$ cat config.mk
export PLATFORM = sky130hd
export DESIGN_NAME = rv_fetch_unit
export DESIGN_NICKNAME = d
export VERILOG_FILES = /design/src/rtl/rv_core_pkg.sv /design/src/rtl/rv_fetch_queue.sv /design/src/rtl/rv_fetch_unit.sv
export SDC_FILE = /design/constraint.sdc
export NUM_CORES = 1
export LEC_CHECK = 0
export ABC_AREA = 1
export CORE_ASPECT_RATIO = 1.75
export CORE_MARGIN = 5
export CORE_UTILIZATION = 46
export CTS_BUF_LIST = sky130_fd_sc_hd__clkbuf_8
export DETAILED_ROUTE_END_ITERATION = 8
export HOLD_SLACK_MARGIN = 0.05
export PLACE_DENSITY_LB_ADDON = 0.15
export SYNTH_ARGS = -nofsm -noshare
export SYNTH_HDL_FRONTEND = slang
export SYNTH_HIERARCHICAL = 1
export SYNTH_SLANG_ARGS = --single-unit
$ cat constraint.sdc
create_clock -name CLK -period 5.1 [get_ports CLK]
set_input_delay 0.51 -clock CLK [delete_from_list [all_inputs] [get_ports CLK]]
set_output_delay 0.51 -clock CLK [all_outputs]
set_load 0.01 [all_outputs]
$ cat src/rtl/rv_core_pkg.sv
// Shared constants and helpers for the RV32I core front end.
package rv_core_pkg;

  localparam int          XLEN_DEF     = 32;
  localparam int          INST_W       = 32;
  localparam logic [63:0] RESET_PC_DEF = 64'h0;
  localparam logic [31:0] NOP_INST     = 32'h0000_0013;

  // What happens to an incoming memory response in a given cycle.
  typedef enum logic [1:0] {
    RSP_IDLE,
    RSP_FILL,
    RSP_SQUASH,
    RSP_STRAY
  } rsp_act_e;

  function automatic int clog2(input int value);
    int result;
    int v;
    result = 0;
    v = value - 1;
    while (v > 0) begin
      result = result + 1;
      v = v >> 1;
    end
    return result;
  endfunction

endpackage

$ cat src/rtl/rv_fetch_queue.sv
// Fetch queue: DEPTH entries of {pc, data, filled} tracked by alloc/fill/head
// pointers that carry an extra wrap bit.
module rv_fetch_queue
  import rv_core_pkg::*;
#(
  parameter  int XLEN  = XLEN_DEF,
  parameter  int DEPTH = 4,
  localparam int AW    = clog2(DEPTH),
  localparam int PW    = AW + 1
) (
  input  logic              CLK,
  input  logic              RST,
  input  logic              flush,
  input  logic              alloc_en,
  input  logic [XLEN-1:0]   alloc_pc,
  input  logic              fill_en,
  input  logic [INST_W-1:0] fill_data,
  input  logic              pop_en,
  output logic [PW-1:0]     occupancy,
  output logic [PW-1:0]     outstanding,
  output logic              full,
  output logic              head_filled,
  output logic [XLEN-1:0]   head_pc,
  output logic [INST_W-1:0] head_data
);

  logic [PW-1:0]     alloc_ptr_q, alloc_ptr_d;
  logic [PW-1:0]     fill_ptr_q, fill_ptr_d;
  logic [PW-1:0]     head_ptr_q, head_ptr_d;
  logic [DEPTH-1:0]  filled_q, filled_d;
  logic [XLEN-1:0]   pc_q   [DEPTH];
  logic [XLEN-1:0]   pc_d   [DEPTH];
  logic [INST_W-1:0] data_q [DEPTH];
  logic [INST_W-1:0] data_d [DEPTH];

  logic [AW-1:0] alloc_idx, fill_idx, head_idx;

  assign alloc_idx = alloc_ptr_q[AW-1:0];
  assign fill_idx  = fill_ptr_q[AW-1:0];
  assign head_idx  = head_ptr_q[AW-1:0];

  assign occupancy   = alloc_ptr_q - head_ptr_q;
  assign outstanding = alloc_ptr_q - fill_ptr_q;
  assign full        = (occupancy == PW'(DEPTH));
  assign head_filled = filled_q[head_idx];
  assign head_pc     = pc_q[head_idx];
  assign head_data   = data_q[head_idx];

  // Alloc, fill and pop never target the same slot in one cycle: fill trails
  // alloc and a pop needs an already-filled slot, so the order below is free.
  always_comb begin
    alloc_ptr_d = alloc_ptr_q;
    fill_ptr_d  = fill_ptr_q;
    head_ptr_d  = head_ptr_q;
    filled_d    = filled_q;
    pc_d        = pc_q;
    data_d      = data_q;
    if (flush) begin
      alloc_ptr_d = '0;
      fill_ptr_d  = '0;
      head_ptr_d  = '0;
      filled_d    = '0;
    end else begin
      if (pop_en) begin
        filled_d[head_idx] = 1'b0;
        head_ptr_d         = head_ptr_q + PW'(1);
      end
      if (fill_en) begin
        filled_d[fill_idx] = 1'b1;
        data_d[fill_idx]   = fill_data;
        fill_ptr_d         = fill_ptr_q + PW'(1);
      end
      if (alloc_en) begin
        filled_d[alloc_idx] = 1'b0;
        pc_d[alloc_idx]     = alloc_pc;
        alloc_ptr_d         = alloc_ptr_q + PW'(1);
      end
    end
  end

  always_ff @(posedge CLK or negedge RST) begin
    if (!RST) begin
      alloc_ptr_q <= '0;
      fill_ptr_q  <= '0;
      head_ptr_q  <= '0;
      filled_q    <= '0;
    end else begin
      alloc_ptr_q <= alloc_ptr_d;
      fill_ptr_q  <= fill_ptr_d;
      head_ptr_q  <= head_ptr_d;
      filled_q    <= filled_d;
    end
  end

  // Payload storage is qualified by the filled flags and needs no reset.
  always_ff @(posedge CLK) begin
    pc_q   <= pc_d;
    data_q <= data_d;
  end

endmodule

$ cat src/rtl/rv_fetch_unit.sv
// Decoupled RV32I fetch stage: fetch_pc, redirect and squash control around a
// fetch queue. Optional performance counters are built when FETCH_PERF_EN is defined.
module rv_fetch_unit
  import rv_core_pkg::*;
#(
  parameter int              XLEN     = XLEN_DEF,
  parameter int              DEPTH    = 4,
  parameter logic [XLEN-1:0] RESET_PC = XLEN'(RESET_PC_DEF)
) (
  input  logic              CLK,
  input  logic              RST,
  output logic              imem_req_valid,
  input  logic              imem_req_ready,
  output logic [XLEN-1:0]   imem_req_addr,
  input  logic              imem_rsp_valid,
  input  logic [INST_W-1:0] imem_rsp_data,
  input  logic              redir_valid,
  input  logic [XLEN-1:0]   redir_pc,
  output logic              inst_valid,
  input  logic              inst_ready,
  output logic [INST_W-1:0] inst_data,
  output logic [XLEN-1:0]   inst_pc,
  output logic              busy
`ifdef FETCH_PERF_EN
  ,
  output logic [31:0]       perf_stall_cnt,
  output logic [31:0]       perf_squash_cnt
`endif
);

  localparam int PW = clog2(DEPTH) + 1;
  localparam int CW = PW + 1;

  logic [XLEN-1:0] fetch_pc_q, fetch_pc_d;
  logic [PW-1:0]   squash_cnt_q, squash_cnt_d;

  logic [PW-1:0] occupancy, outstanding;
  logic          full, head_filled;
  logic [CW-1:0] total_out;
  logic          issue_ok, req_fire, pop_fire, squash_dec;
  rsp_act_e      rsp_act;
  logic          unused_redir_lsb;

  assign unused_redir_lsb = ^redir_pc[1:0];

  rv_fetch_queue #(
    .XLEN  (XLEN),
    .DEPTH (DEPTH)
  ) u_queue (
    .CLK         (CLK),
    .RST         (RST),
    .flush       (redir_valid),
    .alloc_en    (req_fire),
    .alloc_pc    (fetch_pc_q),
    .fill_en     (rsp_act == RSP_FILL),
    .fill_data   (imem_rsp_data),
    .pop_en      (pop_fire),
    .occupancy   (occupancy),
    .outstanding (outstanding),
    .full        (full),
    .head_filled (head_filled),
    .head_pc     (inst_pc),
    .head_data   (inst_data)
  );

  // Squashed requests still occupy memory slots, so they count toward the cap.
  assign total_out = CW'(outstanding) + CW'(squash_cnt_q);
  assign issue_ok  = ~full & ((CW'(occupancy) + CW'(squash_cnt_q)) < CW'(DEPTH));

  // Gating with RST forces the request low asynchronously while in reset.
  assign imem_req_valid = RST & issue_ok & ~redir_valid;
  assign imem_req_addr  = fetch_pc_q;
  assign req_fire       = imem_req_valid & imem_req_ready;
  assign inst_valid     = head_filled & ~redir_valid;
  assign pop_fire       = inst_valid & inst_ready;
  assign busy           = (outstanding != '0) | (squash_cnt_q != '0);

  always_comb begin
    rsp_act = RSP_IDLE;
    if (imem_rsp_valid) begin
      if (total_out == '0)                           rsp_act = RSP_STRAY;
      else if (redir_valid || (squash_cnt_q != '0)) rsp_act = RSP_SQUASH;
      else                                           rsp_act = RSP_FILL;
    end
  end

  assign squash_dec = (rsp_act == RSP_SQUASH);

  // A response landing in the redirect cycle retires one of the old requests.
  always_comb begin
    fetch_pc_d   = fetch_pc_q;
    squash_cnt_d = squash_cnt_q;
    if (redir_valid) begin
      fetch_pc_d   = {redir_pc[XLEN-1:2], 2'b00};
      squash_cnt_d = PW'(total_out - CW'(squash_dec));
    end else begin
      if (req_fire)   fetch_pc_d   = fetch_pc_q + XLEN'(4);
      if (squash_dec) squash_cnt_d = squash_cnt_q - PW'(1);
    end
  end

  always_ff @(posedge CLK or negedge RST) begin
    if (!RST) begin
      fetch_pc_q   <= RESET_PC;
      squash_cnt_q <= '0;
    end else begin
      fetch_pc_q   <= fetch_pc_d;
      squash_cnt_q <= squash_cnt_d;
    end
  end

`ifdef FETCH_PERF_EN
  logic [31:0] perf_stall_q, perf_stall_d;
  logic [31:0] perf_squash_q, perf_squash_d;

  always_comb begin
    perf_stall_d  = perf_stall_q;
    perf_squash_d = perf_squash_q;
    if (inst_ready && !inst_valid && (perf_stall_q != '1))
      perf_stall_d = perf_stall_q + 32'd1;
    if (squash_dec && (perf_squash_q != '1))
      perf_squash_d = perf_squash_q + 32'd1;
  end

  always_ff @(posedge CLK or negedge RST) begin
    if (!RST) begin
      perf_stall_q  <= '0;
      perf_squash_q <= '0;
    end else begin
      perf_stall_q  <= perf_stall_d;
      perf_squash_q <= perf_squash_d;
    end
  end

  assign perf_stall_cnt  = perf_stall_q;
  assign perf_squash_cnt = perf_squash_q;
`endif

`ifndef SYNTHESIS
  stray_rsp_a: assert property (@(posedge CLK) disable iff (!RST)
    imem_rsp_valid |-> (rsp_act != RSP_STRAY));
`endif

endmodule

==> results by group, run 1 <==
GRT
  – Largest net degree at the start of global routing: between 90 and 100
  – Final global-route overflow total: 0
  – Initial antenna violation count: 1
  – First-pass GRT wire length: 49300 µm
  – Gr usage total: a little under a fifth
  – Vias in the first global route: around 9400

Clock tree
  – Worst-path clk slew: about 70 ps
  – Clk buf depth: 3
  – CTS resizes: 0
  – CTS buffer count: between 40 and 50
  – Clock latency on the worst-skew pair: about 550 ps
  – H-tree levels: 2
  – # clock sinks: between 300 and 400
  – TritonCTS clock tree: built
  – Hold Buf Count CTS: 0
  – CTS root buffer: clkbuf_8
  – Postcts setup bufs: 0

Worst setup path
  – CP most frequent cell: buf_4
  – CP Data Arrival Time: approximately 3500 ps
  – Crit Path Category: reg2out
  – Top delay family on crit path: buffers and inverters
  – CP Buf/Inv Count: 4
  – Required @ worst endpoint: between 4000 and 5000 ps
  – CP cell instances: buf_4 -> inv_4 -> buf_4 -> o21ai_0 -> o21ai_1 -> clkdlybuf4s50_1
  – Worst stage delay on the critical path: roughly 670 ps
  – CP max-delay cell: inv_4
  – Nature of the critical path endpoint: output pin
  – Setup crit start kind: register
  – Critical-path maximum fanout: between 90 and 100

Floorplan
  – Initial Util: between 40 and 50%
  – Die Wd: approximately 140 µm
  – FP Rows: 82
  – Boundary pin count: 169
  – Total core area: ~29000 µm²
  – Die Y: ~240 µm
  – Die ar.: 32800 µm²

Pwr
  – Switching Fraction: between 20% and 30%
  – Pwr dens: between 300 and 400 nW/µm²
  – Seq pwr share: about 51%
  – Internal: around 0.0043 W
  – Pleak: 6.11 nW
  – Worst VDD drop: between 0.2 and 0.25 mV
  – Clk network pwr share: a little over a third
  – Switching pwr: ~0.0014 W
  – Gate power share: a little over an eighth

Placed design
  – Final HPWL DP: approximately 20000 µm
  – Placed cell count: 1784
  – Port-buffer cells: around 160
  – Pre-CTS WS: about 1300 ps
  – GPL Wtd Cong: 0.902

Logic synthesis
  – Synthesized area: between 10000 and 15000 µm²
  – Synth area leader: edfxtp_1
  – Synth top area share: a little under three fifths
  – Ys Warns: 6
  – Synthesized flop and latch total: 302
  – Gate Count Post-Synth: around 1300
  – Seq/Total Area, Yosys: about two thirds
  – Synthesized area per cell: ~11 µm²
  – Synth cell types: 36
  – Top post-synthesis cells by area: edfxtp_1 (57%), dfrtp_1 (8.6%), nor2_1 (7.3%)

Detailed routing
  – Drt drc: 0
  – Final WL: roughly 31000 µm
  – DR iter-0 viols: 422
  – Avg Vias per Cell: 5.07
  – Drt wl/cell: about 17 µm
  – Vias post-DR: between 9000 and 10000
  – Post-route ant nets: 0
  – Drt first pass iters: 5

Final layout
  – Nets: approximately 1500
  – Finished Layout Cells: approximately 1900
  – Fill count: ~2500
  – Area Overhead vs Synth: 21.2%
  – Most common cell after layout, fill and taps aside: edfxtp_1
  – Share of cells above drive strength 1: 6.97%
  – Most frequent cells in the layout: edfxtp_1 (256), nand2_1 (254), nor2_1 (252)

Timing
  – Actual slew at the worst max-slew pin: between 900 and 1000 ps
  – Final Skew: between 15 and 20 ps
  – Setup TNS Final: 0 ps
  – Final setup violation count: 0
  – Final hold vios: 0
  – Max Freq: 251 MHz
  – Fin crit share: slightly below 80%
  – Final Worst Setup Slack: 1120 ps
  – RSZ-0062 raised after global routing: false
  – Relative slew slack: around a third
  – Fin crit period: between 3000 and 4000 ps
  – Slew Viols, Final: 0

Min path
  – Tightest Hold Check Type: in2async

Run status
  – Status: finished, final reports clean

Flow run
  – MaxCap Viol Count: 0
==> cells by family (layout without fill, tap and decap cells) <==
logic type               count (synthesis)  in the layout  share of synthesized area [%]
buffers and inverters                  130            322                           4.98
AO/OA/AOI/OAI                          214            214                           8.07
adder cells (fa/ha/maj)                 27             27                           2.69
multiplexers                             1              1                         0.0746
XOR/XNOR                                13             13                          0.849
flip-flops                             302            302                           65.9
AND/OR/NAND/NOR                        589            589                           17.4
other                                    1             11                         0.0280
==> power groups by stage <==
| stage | clock network, W | registers, W | logic, W |
|---|---|---|---|
| 2_1_floorplan | 0 | 0.00295 | 0.000436 |
| 3_3_place_gp | 0 | 0.00299 | 0.000768 |
| 3_5_place_dp | 0 | 0.00299 | 0.000781 |
| 4_1_cts | 0.00209 | 0.00294 | 0.000785 |
| 5_1_grt | 0.00220 | 0.00295 | 0.000870 |
| 6_report | 0.00203 | 0.00294 | 0.000773 |
==> synthesized netlist by cell type <==
cell type	number
nand2_2	2
nor3_1	1
nor2_4	1
inv_6	1
and3_1	1
o21ai_1	104
buf_4	10
nand3_4	1
conb_1	1
xnor2_1	8
nand2_1	254
nor2_1	260
o22ai_1	1
o21ai_0	98
nand3_1	64
xor2_1	5
fa_1	3
a21oi_1	7
mux2i_1	1
dfrtp_1	46
buf_2	21
or2_2	1
edfxtp_1	256
clkbuf_1	14
buf_6	13
ha_1	24
nor3b_1	1
o211ai_1	1
clkinv_1	9
o21bai_1	2
inv_4	1
nor2_2	3
inv_1	54
buf_8	1
inv_2	6
o31ai_1	1
==> layout make-up <==
class	instances	area (µm²)	share of cell area [%]
sequential	302	8840	54.4
multi-input combinational	854	4000	24.6
timing repair buffer	179	1740	10.7
clock buffer	48	661	4.06
tap	378	473	2.91
inverter	71	277	1.70
clock inverter	24	259	1.59
antenna	1	2.50	0.0154
==> final timing paths <==
path	slack, ps	from	depth (start not counted)	to
max	1120	u_queue/head_ptr_q[0]	6	inst_pc[1]
min	210	RST	2	imem_req_addr[8]
max reg2reg	1390	u_queue/alloc_ptr_q[0]	17	u_queue/pc_q[32]
min reg2reg	520	u_queue/filled_q[1]	2	u_queue/filled_q[1]
max in group asynchronous	4350	RST	2	u_queue/head_ptr_q[0]
min in group CLK	380	redir_valid	4	squash_cnt_q[2]
==> metal layers <==
| metal | global-route usage (%) | up-vias | share of wire [%] |
|---|---|---|---|
| met5 | 0 | - | 0 |
| met4 | 9.05 | 0 | 4.4 |
| met3 | 2.92 | 67 | 3.9 |
| met2 | 34.0 | 237 | 52 |
| met1 | 21.5 | 4459 | 39 |
| li1 | - | 4646 | - |
==> through the flow <==
stage	instance area [µm²]	hold slack [ps]	utilization, %	total power (W)
6_report	16300	211	56.6	0.00574
5_1_grt	16300	205	56.6	0.00602
4_1_cts	16300	198	56.6	0.00582
3_5_place_dp	15300	517	53.4	0.00377
3_3_place_gp	15300	515	53.4	0.00375
2_1_floorplan	13400	214	-	0.00339
==> sequential cells by signal (all words and copies together), names as in the netlist <==
register	cells
u_queue/alloc_ptr_q	3
u_queue/fill_ptr_q	3
u_queue/data_q	128
squash_cnt_q	3
u_queue/head_ptr_q	3
u_queue/filled_q	4
u_queue/pc_q	128
imem_req_addr	30
Note: power is estimated with default switching activity, not from simulation.
==> inputs of run 2 (changes only) <==
==> constraint.sdc (replaced) <==
create_clock -name CLK -period 3.2 [get_ports CLK]
set_input_delay 0.32 -clock CLK [delete_from_list [all_inputs] [get_ports CLK]]
set_output_delay 0.32 -clock CLK [all_outputs]
set_load 0.01 [all_outputs]
==> results by group, run 2 (same netlist as run 1, synthesis figures left out) <==
Pwr
  – Worst VDD drop: 0.284 mV (+24%)
  – Total Power: 0.00875 W (+52%)
  – Pwr dens: 526 nW/µm² (+49%)
  – Pleak: 6.26 nW (+2.5%)

Final layout
  – Nets: 1573 (+1.7%)
  – Fill count: 2525 (+1.7%)
  – Diode count: 0 (-1)
  – Most common cell after layout, fill and taps aside: edfxtp_1
  – Area Overhead vs Synth: 24.1%
  – Most frequent cells in the layout: edfxtp_1 (256), nor2_1 (250), nand2_1 (245)
  – Share of cells above drive strength 1: 9.62% (+2.7 points)
  – Final design utilization: 57.9% (+1.4 points)

Clock tree
  – Worst-path clk slew: 70 ps (about the same)
  – H-tree levels: 2 (unchanged)
  – CTS root buffer: clkbuf_8
  – CTS buffer count: 43 (+2.4%)
  – # clock sinks: 302 (unchanged)
  – Clk buf depth: 3 (unchanged)
  – Clock latency on the worst-skew pair: 570 ps (+20 ps)
  – TritonCTS clock tree: built

Detailed routing
  – Final WL: 33000 µm (+6.4%)
  – Avg Vias per Cell: 5.12 (+0.95%)
  – Post-route ant nets: 0 (unchanged)
  – Drt first pass iters: 5 (unchanged)
  – Vias post-DR: 9642 (+2.5%)
  – Drt wl/cell: 17.5 µm (+4.8%)
  – DR iter-0 viols: 420 (-0.47%)
  – Drt drc: 0 (unchanged)

Placed design
  – GPL Wtd Cong: 0.895 (-0.82%)
  – Port-buffer cells: 164 (unchanged)
  – Final HPWL DP: 20200 µm (+0.74%)

Floorplan
  – Boundary pin count: 169 (unchanged)
  – FP Rows: 82 (unchanged)
  – Die Wd: 139 µm (unchanged)
  – Total core area: 28700 µm² (unchanged)
  – Initial Util: 46.7% (unchanged)
  – Die ar.: 32800 µm² (unchanged)
  – Die Y: 236 µm (unchanged)

Timing
  – Final Skew: 29.7 ps (+13.5 ps)
  – Fin crit period: 3190 ps
  – Max Freq: ~310 MHz
  – Slew Viols, Final: 0 (unchanged)
  – Actual slew at the worst max-slew pin: 668 ps (-332 ps)
  – Relative slew slack: 55.5% (+22 points)
  – RSZ-0062 raised after global routing: true
  – Fin crit share: between 90% and 100%
  – Final setup violation count: 0 (unchanged)
  – Final hold vios: 0 (unchanged)

GRT
  – Final global-route overflow total: 0 (unchanged)
  – Gr usage total: 19.4% (+0.61 points)
  – Largest net degree at the start of global routing: 102 (+8.5%)
  – First-pass GRT wire length: 50500 µm (+2.5%)
  – Vias in the first global route: 9639 (+2.2%)
  – Initial antenna violation count: 0 (-1)

Worst setup path
  – Setup crit start kind: register
  – Reg2reg end: u_queue/data_q[66]
  – CP max-delay cell: fa_1
  – Nature of the critical path endpoint: register
  – CP cell instances: inv_2 -> ha_2 -> fa_1 -> inv_2 -> inv_1 -> fa_1 -> nor3b_2 -> nand3_1 -> nand2_2 -> nor2_4 -> nand2_2 -> nor2_4 -> clkbuf_16
  – Reg2Reg Launch Point: u_queue/alloc_ptr_q[0]
  – Critical path startpoint: u_queue/alloc_ptr_q[0]
  – Critical-path maximum fanout: 8 (-91%)
  – Worst stage delay on the critical path: 470 ps (-200 ps)
  – Required @ worst endpoint: 3470 ps (-1120 ps)
  – CP Data Arrival Time: 3460 ps (about the same)
  – Worst R2R Path Depth: 13 (-4)
  – Crit Path Category: reg2reg
  – R2r setup slk: 10 ps (-1380 ps)

Run status
  – Status: finished, final reports clean

Min path
  – Worst Hold Path EP: squash_cnt_q[2]
  – Tightest Hold Check Type: in2reg
  – Hold Path Depth: 4
  – Hold Crit Start: redir_valid

Flow run
  – MaxCap Viol Count: 0 (unchanged)
==> run 2: changes by cell type in the layout (fill, tap and decap cells not counted), sizes merged, moves of 6 or more <==
cell / delta
bufinv: -6
inv: +6
clkinv: +7
buf: +19
==> run 2: cell type report <==
cell class	instances	area (µm²)	share of cell area [%]
Clock inverter	32	144	0.864
Sequential cell	302	8840	53.1
Inverter	71	275	1.65
Tap cell	378	473	2.84
Clock buffer	44	606	3.64
Multi-Input combinational cell	854	4080	24.5
Timing Repair Buffer	204	2220	13.4
==> run 2: through the flow <==
step	hold slack (ps)	TNS (ps)	instance area (µm²)	cells	setup slack [ps]
2_1_floorplan	24.4	-720	13500	1286	-12.4
3_3_place_gp	512	0	15600	1793	93.7
3_5_place_dp	520	0	15600	1793	46.1
4_1_cts	130	0	16400	1872	16.6
5_1_grt	163	-6610	16600	1885	-137
6_report	165	0	16600	1885	10.2
==> run 2: how the worst max path moves through the flow <==
| stage | to | slack (ps) | cells past startpoint |
|---|---|---|---|
| finish | u_queue/data_q[66] | 10 | 13 |
| global route | u_queue/data_q[66] | -140 | 13 |
| CTS | inst_pc[23] | 20 | 6 |
| detailed placement | u_queue/data_q[9] | 50 | 13 |
| global placement | u_queue/data_q[6] | 90 | 13 |
| floorplan | u_queue/pc_q[0] | -10 | 19 |
==> run 2: power breakdown <==
group	switching [W]	total (W)	leakage, nW	internal (W)
clock	0.00141	0.00270	0.433	0.00129
combinational	0.000715	0.00136	2.94	0.000647
sequential	0.000232	0.00468	2.89	0.00445
total	0.00236	0.00875	6.26	0.00639
==> run 2: critical path: cells and delay by family, from the launching register on <==
family	cells	cell delay, ps
buffers and inverters	4	450
AND/OR/NAND/NOR	6	970
adder cells (fa/ha/maj)	3	1050
flip-flops	1	400
==> run 2: per-layer routing <==
metal	vias to the layer above	global-route usage, %	wire (µm)
li1	4711	-	-
met1	4596	21.6	12700
met2	253	35.8	17400
met3	82	3.14	1310
met4	0	9.14	1590
met5	-	0	0
==> run 2: repair_timing <==
| item | CTS | global route |
|---|---|---|
| setup buffers | 1 | 6 |
| hold endpoints to repair | 46 | 0 |
| resized for setup | 7 | 18 |
| hold buffers | 1 | 0 |
| cloned | 1 | 7 |
| pin swaps | 1 | 10 |
| endpoints found under the setup margin | 25 | 126 |
